==> src/rtl/exec_mem_arbiter.sv <==
// Shares one memory port between instruction fetch and execute-stage load/store traffic.
// Define ARB_TIMEOUT_EN to abort a read whose response has not arrived after TIMEOUT cycles.
module exec_mem_arbiter #(
  parameter int ADDR_W       = 32,
  parameter int DATA_W       = 32,
  parameter int MASK_W       = 8,
  parameter int STARVE_LIMIT = 4,
  parameter int TIMEOUT      = 16
) (
  input  logic              clk,
  input  logic              reset,
  // execute stage
  input  logic              ex_write_in,
  input  logic              ex_read_in,
  input  logic [ADDR_W-1:0] ex_addr_in,
  input  logic [DATA_W-1:0] ex_data_in,
  input  logic [MASK_W-1:0] ex_mask_in,
  output logic              ex_busy_out,
  output logic              ex_overflow_out,
  output logic              ex_rvalid_out,
  output logic [DATA_W-1:0] ex_rdata_out,
  // fetch stage
  input  logic              if_req_in,
  input  logic [ADDR_W-1:0] if_addr_in,
  output logic              if_gnt_out,
  output logic              if_rvalid_out,
  output logic [DATA_W-1:0] if_rdata_out,
  // memory port
  output logic              mem_req_out,
  output logic              mem_we_out,
  output logic [ADDR_W-1:0] mem_addr_out,
  output logic [DATA_W-1:0] mem_wdata_out,
  output logic [MASK_W-1:0] mem_mask_out,
  input  logic              mem_ready_in,
  input  logic              mem_rvalid_in,
  input  logic [DATA_W-1:0] mem_rdata_in,
  output logic              timeout_out
);

  if (STARVE_LIMIT < 1 || STARVE_LIMIT > 15 || TIMEOUT < 1) begin : g_param_check
    $error("exec_mem_arbiter: STARVE_LIMIT must be 1..15 and TIMEOUT at least 1");
  end

  typedef enum logic [1:0] {
    IDLE,
    REQ,
    WAIT_RESP
  } state_t;

  localparam logic [3:0] STARVE_MAX = 4'(STARVE_LIMIT);

  state_t r_state;
  state_t w_state_next;

  logic              r_slot_valid;
  logic              r_slot_we;
  logic [ADDR_W-1:0] r_slot_addr;
  logic [DATA_W-1:0] r_slot_data;
  logic [MASK_W-1:0] r_slot_mask;
  logic              r_overflow;
  logic [3:0]        r_starve;

  logic              r_owner_fetch;
  logic              r_mem_req;
  logic              r_mem_we;
  logic [ADDR_W-1:0] r_mem_addr;
  logic [DATA_W-1:0] r_mem_wdata;
  logic [MASK_W-1:0] r_mem_mask;
  logic              r_if_gnt;
  logic              r_if_rvalid;
  logic [DATA_W-1:0] r_if_rdata;
  logic              r_ex_rvalid;
  logic [DATA_W-1:0] r_ex_rdata;
  logic              r_timeout;

  logic w_ex_pulse;
  logic w_starved;
  logic w_data_grant;
  logic w_fetch_grant;
  logic w_accept;
  logic w_resp;
  logic w_timeout_hit;

  assign w_ex_pulse    = ex_write_in | ex_read_in;
  // Fetch overrides a pending data request only once data has won STARVE_LIMIT times in a row.
  assign w_starved     = (r_starve == STARVE_MAX) && if_req_in;
  assign w_data_grant  = (r_state == IDLE) && r_slot_valid && !w_starved;
  assign w_fetch_grant = (r_state == IDLE) && if_req_in && !w_data_grant;
  assign w_accept      = (r_state == REQ) && mem_ready_in;
  assign w_resp        = (r_state == WAIT_RESP) && mem_rvalid_in;

`ifdef ARB_TIMEOUT_EN
  localparam int TCNT_W = $clog2(TIMEOUT + 1);

  logic [TCNT_W-1:0] r_tcnt;

  assign w_timeout_hit = (r_state == WAIT_RESP) && !mem_rvalid_in &&
                         (r_tcnt == TCNT_W'(TIMEOUT - 1));

  always_ff @(posedge clk or negedge reset) begin
    if (!reset) begin
      r_tcnt <= '0;
    end else if (r_state != WAIT_RESP) begin
      r_tcnt <= '0;
    end else if (!w_timeout_hit) begin
      r_tcnt <= r_tcnt + 1'b1;
    end
  end
`else
  assign w_timeout_hit = 1'b0;
`endif

  // NOTE: state registers use non-blocking assignments so every flop samples pre-edge values.
  always_ff @(posedge clk or negedge reset) begin
    if (!reset) begin
      r_state <= IDLE;
    end else begin
      r_state <= w_state_next;
    end
  end

  always_comb begin
    w_state_next = r_state;
    unique case (r_state)
      IDLE:      if (w_data_grant || w_fetch_grant) w_state_next = REQ;
      REQ:       if (mem_ready_in) w_state_next = r_mem_we ? IDLE : WAIT_RESP;
      WAIT_RESP: if (mem_rvalid_in || w_timeout_hit) w_state_next = IDLE;
      default:   w_state_next = IDLE;
    endcase
  end

  // A pulse may land on the edge the slot is granted away; otherwise a full slot drops it.
  always_ff @(posedge clk or negedge reset) begin
    if (!reset) begin
      r_slot_valid <= 1'b0;
      r_slot_we    <= 1'b0;
      r_slot_addr  <= '0;
      r_slot_data  <= '0;
      r_slot_mask  <= '0;
      r_overflow   <= 1'b0;
    end else if (w_ex_pulse) begin
      if (!r_slot_valid || w_data_grant) begin
        r_slot_valid <= 1'b1;
        r_slot_we    <= ex_write_in;
        r_slot_addr  <= ex_addr_in;
        r_slot_data  <= ex_data_in;
        r_slot_mask  <= ex_mask_in;
      end else begin
        r_overflow   <= 1'b1;
      end
    end else if (w_data_grant) begin
      r_slot_valid <= 1'b0;
    end
  end

  always_ff @(posedge clk or negedge reset) begin
    if (!reset) begin
      r_starve <= '0;
    end else if (w_fetch_grant) begin
      r_starve <= '0;
    end else if (w_data_grant) begin
      if (!if_req_in) begin
        r_starve <= '0;
      end else if (r_starve != STARVE_MAX) begin
        r_starve <= r_starve + 1'b1;
      end
    end
  end

  always_ff @(posedge clk or negedge reset) begin
    if (!reset) begin
      r_owner_fetch <= 1'b0;
      r_mem_req     <= 1'b0;
      r_mem_we      <= 1'b0;
      r_mem_addr    <= '0;
      r_mem_wdata   <= '0;
      r_mem_mask    <= '0;
      r_if_gnt      <= 1'b0;
      r_if_rvalid   <= 1'b0;
      r_if_rdata    <= '0;
      r_ex_rvalid   <= 1'b0;
      r_ex_rdata    <= '0;
      r_timeout     <= 1'b0;
    end else begin
      r_if_gnt    <= 1'b0;
      r_if_rvalid <= 1'b0;
      r_ex_rvalid <= 1'b0;
      r_timeout   <= w_timeout_hit;

      if (w_data_grant) begin
        r_owner_fetch <= 1'b0;
        r_mem_req     <= 1'b1;
        r_mem_we      <= r_slot_we;
        r_mem_addr    <= r_slot_addr;
        r_mem_wdata   <= r_slot_we ? r_slot_data : '0;
        r_mem_mask    <= r_slot_we ? r_slot_mask : '0;
      end else if (w_fetch_grant) begin
        r_owner_fetch <= 1'b1;
        r_mem_req     <= 1'b1;
        r_mem_we      <= 1'b0;
        r_mem_addr    <= if_addr_in;
        r_mem_wdata   <= '0;
        r_mem_mask    <= '0;
      end else if (w_accept) begin
        r_mem_req     <= 1'b0;
        r_if_gnt      <= r_owner_fetch;
      end

      // A timed-out read still completes toward its owner, with zero data.
      if (w_resp || w_timeout_hit) begin
        if (r_owner_fetch) begin
          r_if_rvalid <= 1'b1;
          r_if_rdata  <= w_resp ? mem_rdata_in : '0;
        end else begin
          r_ex_rvalid <= 1'b1;
          r_ex_rdata  <= w_resp ? mem_rdata_in : '0;
        end
      end
    end
  end

  assign ex_busy_out     = r_slot_valid;
  assign ex_overflow_out = r_overflow;
  assign ex_rvalid_out   = r_ex_rvalid;
  assign ex_rdata_out    = r_ex_rdata;
  assign if_gnt_out      = r_if_gnt;
  assign if_rvalid_out   = r_if_rvalid;
  assign if_rdata_out    = r_if_rdata;
  assign mem_req_out     = r_mem_req;
  assign mem_we_out      = r_mem_we;
  assign mem_addr_out    = r_mem_addr;
  assign mem_wdata_out   = r_mem_wdata;
  assign mem_mask_out    = r_mem_mask;
  assign timeout_out     = r_timeout;

endmodule

==> config.mk <==
export PLATFORM = sky130hd
export DESIGN_NAME = exec_mem_arbiter
export DESIGN_NICKNAME = d
export VERILOG_FILES = /design/src/rtl/exec_mem_arbiter.sv
export SDC_FILE = /design/constraint.sdc
export NUM_CORES = 1
export LEC_CHECK = 0
export BUFFER_PORTS_ARGS = -buffer_cell sky130_fd_sc_hd__buf_2
export CAP_MARGIN = 20
export CELL_PAD_IN_SITES_DETAIL_PLACEMENT = 0
export CELL_PAD_IN_SITES_GLOBAL_PLACEMENT = 1
export CORE_ASPECT_RATIO = 1.2
export CORE_UTILIZATION = 40
export DETAILED_ROUTE_END_ITERATION = 10
export PLACE_DENSITY = 0.81
export SETUP_SLACK_MARGIN = 0.5
export SLEW_MARGIN = 30
export SYNTH_ARGS = -nofsm -noshare
export SYNTH_HDL_FRONTEND = slang
export SYNTH_SLANG_ARGS = --single-unit
==> constraint.sdc <==
create_clock -name clk -period 2.2 [get_ports clk]
set_input_delay 0.22 -clock clk [delete_from_list [all_inputs] [get_ports clk]]
set_output_delay 0.22 -clock clk [all_outputs]
set_load 0.005 [all_outputs]
### Word-level counts from Yosys, hierarchy flattened

Index checks and enable logic that the tools add are counted.
Widths: inputs -> output; s select.

* muxes and demuxes: 34
* reduce and logical (&&, ||, !) cells: 23
* bitwise gates (word level): 3
* add/subtract/negate cells: 1
* equality and inequality tests: 9

Operator list (count)
* $mux 32: 5
* $mux 8: 3
* $mux 1: 17
* $mux 4: 4
* $reduce_and 2->1: 6
* $mux 2: 4
* $logic_and 1x1->1: 7
* $pmux 2 s3: 1
* $add 4x1->4 const B: 1
* $eq 4x3->1 const B: 1
* $ne 2x1->1 const B: 2
* $ne 2x2->1 const B: 2
* $ne 4x3->1 const B: 1
* $reduce_bool 2->1: 2
* $logic_not 1->1: 3
* $ne 3x1->1 const B: 1
* $reduce_and 3->1: 1
* $reduce_bool 3->1: 1
* $eq 2x1->1 const B: 1
* $eq 2x2->1 const B: 1
* $logic_not 2->1: 1
* $logic_or 1x1->1: 2
* $not 1->1: 2
* $or 1x1->1: 1

* logic and storage cells: 89
* bits in registers: 223

### Longest topological paths before layout

* depth in word-level cells: 9
* mapped depth: 7

### Least setup slack after synthesis

Ideal clock, no wire load.

* kind: register to register
* start point: reg r_starve[0]
* end point: reg r_slot_addr[0]
* buffers on the path: 2
* path slack: 0.601 ns
* library setup time: 0.138 ns
* cell stages (with the launch flop): 8
* clock period less this slack: 1.599 ns
* data arrival time: 1.461 ns
* cell sequence: dfrtp_1 -> inv_1 -> ha_1 -> nand4b_4 -> a21boi_1 -> buf_2 -> buf_2 -> o22ai_1

* cells in the longest elaborated chain, start to end: 6

Ends and longest elaborated chain
* from (decl): line 61 `logic [3:0] r_starve;`
* from (signal assigned): line 165 `r_starve <= r_starve + 1'b1;`
* $eq 4x3->1: line 86 `assign w_starved = (r_starve == STARVE_MAX) && if_req_in;`
* $logic_and 1x1->1: line 86
* $logic_not 1->1: line 87 `assign w_data_grant = (r_state == IDLE) && r_slot_valid && !w_starved;`
* $logic_and 1x1->1: line 87
* $logic_or 1x1->1: line 142 `if (!r_slot_valid || w_data_grant) begin`
* $reduce_and 2->1 (no source line)
* to (signal assigned): line 145 `r_slot_addr <= ex_addr_in;`
* to (decl): line 57 `logic [ADDR_W-1:0] r_slot_addr;`

No other way between the ends.
A chain may end at the register's enable or synchronous reset.

### Worst setup path after layout

* start point: reg r_starve[0]
* end point: reg r_slot_data[29]

* cells in the longest elaborated chain, start to end: 6

Ends and longest elaborated chain
* $eq 4x3->1: line 86
* $logic_and 1x1->1: line 86
* $logic_not 1->1: line 87
* $logic_and 1x1->1: line 87
* $logic_or 1x1->1: line 142
* $reduce_and 2->1 (no source line)
* to (signal assigned): line 146 `r_slot_data <= ex_data_in;`
* to (decl): line 58 `logic [DATA_W-1:0] r_slot_data;`

No other way between the ends.

==> metrics.csv <==
stage,metric,value,unit
floorplanning,die_x,141.5,um
critical_path,crit_chain,inv_2 > ha_4 > nand4b_4 > a21boi_4 > clkbuf_16 > buf_16 > o22ai_1,
drt,drtAntennaViolNets,0,
clock_tree,cts_max_level,1,
critical_path,criticalPathCategory,flip-flop to flip-flop,
sta,fmax,591.7,MHz
placement,hpwl,17100,um
global_routing,grt_pass1_wl,42720,um
critical_path,crit_fanout,10,
drt,vias,7787,
sta,rsz0062_at_grt,yes,
placement,portBuffers,285,
global_routing,grt_pass1_vias,7909,
final_layout,area_delta_synth_final,43.13,%
logic_synthesis,yosysSeqAreaShare,59.72,%
sta,report.final.slew_viol_count,0,
logic_synthesis,synthXorXnorAreaFrac,0,%
power_and_ir_drop,switching_share,34.24,%
outcome,outcome,completed,
drt,via_per_inst,5.154,
logic_synthesis,async_flop_share,100.0,%
logic_synthesis,ys.flop_type,dfrtp_1,
global_routing,grt_remaining_overflow,0,
placement,dp.cells,1344,
clock_tree,ctsRootBufferMaster,clkbuf_16,
sta,fin_crit,1690,ps
power_and_ir_drop,cellPowerDensity,1385,nW/um2
logic_synthesis,synth-compound-area-share,18.48,%
logic_synthesis,synth_nets,947,
logic_synthesis,synth_edf_count,0,
logic_synthesis,syn-mean-instance-area,11.65,um2
logic_synthesis,yosys_warnings,0,
run,maxCapViolCount,0,
floorplanning,core.rowCount,60,
floorplanning,die-area,23980,um2
floorplanning,core,22670,um2
sta,tns,0,ps
clock_tree,cts_buffers,24,
final_layout,fin_cells,1511,
sta,skew,20.69,ps
final_layout,drive_gt1_share,39.93,%
logic_synthesis,synth_top_family_by_area,compound AO/OA/AOI/OAI gates,
drt,drc,0,
global_routing,grt.total_usage,22.41,%
final_layout,final_common_cell,buf_2,
final_layout,n_fill_cell,1905,
critical_path,startpoint_type,flip-flop,
logic_synthesis,ys_types,38,
floorplanning,ios,287,
sta,fin_hold_ws,29.58,ps
final_layout,finalNetCount,1324,
critical_path,cp.required,2570,ps
placement,globalplace.congestion,0.7557,
logic_synthesis,synth-simple-area-share,8.958,%
clock_tree,clock_latency,510,ps
logic_synthesis,synth_fa_ha_area_share,0.2678,%
critical_path,crit_slowest_cell,dfrtp_1,
drt,dr.pass1.iters,5,
global_routing,grt_max_degree,69,
logic_synthesis,ys_seq_elements,223,
final_layout,final_cell_mix,"284 x buf_2, 220 x dfrtp_1, 145 x nand2_1",
sta,worstMarginPinSlew,714.6,ps
power_and_ir_drop,power.internal,12.18,mW
power_and_ir_drop,power_frac_seq,37.4,%
sta,slew_headroom,52.23,%
drt,drt_iter0_markers,464,
clock_tree,clk_path_buf_depth,3,
sta,hold_violations,0,
floorplanning,initial_utilization,41.21,%
logic_synthesis,muxShareOfSynthArea,7.833,%
sta,period_share,76.82,%
global_routing,antenna_found_initial,5,
power_and_ir_drop,p_switching,6.344,mW
clock_tree,clk_pin_slew,60,ps
power_and_ir_drop,p_clk_share,23.2,%
drt,drt-total-wl,28230,um
power_and_ir_drop,p_leak,6.544,nW
drt,wire_per_inst,18.68,um
power_and_ir_drop,pwr-share-comb,39.4,%
sta,finalSetupViolCount,0,
power_and_ir_drop,vdd_drop_max,0.6987,mV
logic_synthesis,netlist_area,9344,um2
floorplanning,die_h,169.4,um
min_path,min_path_type,input port to flip-flop,
logic_synthesis,syn_inst,802,
critical_path,critical_path.max_stage_delay,400,ps
clock_tree,cts_sinks,223,
critical_path,worstPathArrival,2060,ps
clock_tree,cts_tree,built,
critical_path,worst_setup_path_end_kind,flip-flop,
[cell type report]
class	count	area (um2)	share of cell area, %
timing repair buffer	429	3115	23.29
multi-input combinational	494	3397	25.40
sequential	223	5584	41.75
tap	310	387.9	2.900
inverter	7	26.28	0.1965
clock buffer	36	706.9	5.286
clock inverter	8	146.4	1.095
antenna	4	10.01	0.07484
[synth_stat cells, types with 2 or more instances]
master	count	area, um2
a211oi_1	34	255.2
a211oi_2	30	375.4
a21o_1	2	15.01
a21oi_1	38	190.2
a22o_1	40	350.3
a32o_1	2	20.02
a41o_1	2	20.02
and3_1	2	12.51
buf_2	36	180.2
buf_4	6	45.04
buf_6	7	78.83
clkbuf_1	29	108.9
dfrtp_1	223	5580
ha_1	2	25.02
inv_1	7	26.28
mux2_2	65	732.0
nand2_1	145	544.3
nand2b_1	2	12.51
nor2_1	33	123.9
o21ai_0	4	20.02
o22ai_1	73	456.7
or2_2	4	25.02
[registers in the layout (all words and copies together) (netlist names)]
signal / cells
ex_busy_out: 1
ex_overflow_out: 1
ex_rdata_out: 32
ex_rvalid_out: 1
if_gnt_out: 1
if_rdata_out: 32
if_rvalid_out: 1
mem_addr_out: 32
mem_mask_out: 8
mem_req_out: 1
mem_wdata_out: 32
mem_we_out: 1
r_owner_fetch: 1
r_slot_addr: 32
r_slot_data: 32
r_slot_mask: 8
r_slot_we: 1
r_starve: 4
r_state: 2
[path summary, 6_finish.rpt]
check                                 from         endpoint  slack, ps  depth (start not counted)
setup / recovery               r_starve[0]  r_slot_data[29]        510                          7
hold / removal                mem_ready_in       if_gnt_out         30                          3
setup reg to reg               r_starve[0]  r_slot_data[29]        510                          7
max in group asynchronous            reset  mem_addr_out[8]       1250                          3
min in group asynchronous            reset  ex_rdata_out[6]        280                          2
hold reg to reg            ex_overflow_out  ex_overflow_out        460                          1
[repair_timing]
item,CTS,global route
resized for setup,7,15
buffers inserted,0,4
pin swaps,1,3
hold endpoints to repair,201,0
hold buffers,107,0
cloned,0,8
setup endpoints to repair,99,172
[kinds of logic after synthesis]
group	count (synthesis)
AO/OA/AOI/OAI	228
flip-flops	223
AND/OR/NAND/NOR	198
buffers and inverters	85
multiplexers	65
adder cells (fa/ha/maj)	2
other	1
[stage by stage]
stage / cell area [um2] / power [mW] / utilization [%] / setup WS, ps
after global placement: 11150 / 13.13 / 49.19 / 390.5
after floorplan: 9344 / 10.72 / - / 601.2
after detailed placement: 11150 / 13.31 / 49.19 / 312.1
after CTS: 13090 / 17.83 / 57.75 / 470.3
final: 13370 / 18.53 / 58.99 / 509.9
after global routing: 13370 / 19.69 / 58.98 / 471.2
[power groups by stage]
stage / combinational (mW) / sequential [mW] / clock (mW)
2_1_floorplan: 3.87 / 6.85 / 0
3_3_place_gp: 6.23 / 6.91 / 0
3_5_place_dp: 6.36 / 6.95 / 0
4_1_cts: 6.56 / 6.90 / 4.38
5_1_grt: 7.97 / 7.14 / 4.58
6_report: 7.30 / 6.93 / 4.30
[metal layers]
metal	track usage (%)	share of wire, %	up-vias
met5	0	0	-
met4	8.462	2.4	0
met3	4.684	6.8	47
met2	38.45	50	286
met1	27.66	40	3830
li1	-	-	3624
[worst max-delay path, delay by kind of cell, from the launching register on]
kind / cells / cell delay, ps
AOI/OAI and AO/OA: 2 / 350
buffers and inverters: 3 / 440
adders and majority gates: 1 / 140
DFF: 1 / 400
and+or+nand+nor: 1 / 200
Note: power is estimated with default switching activity, not from simulation.
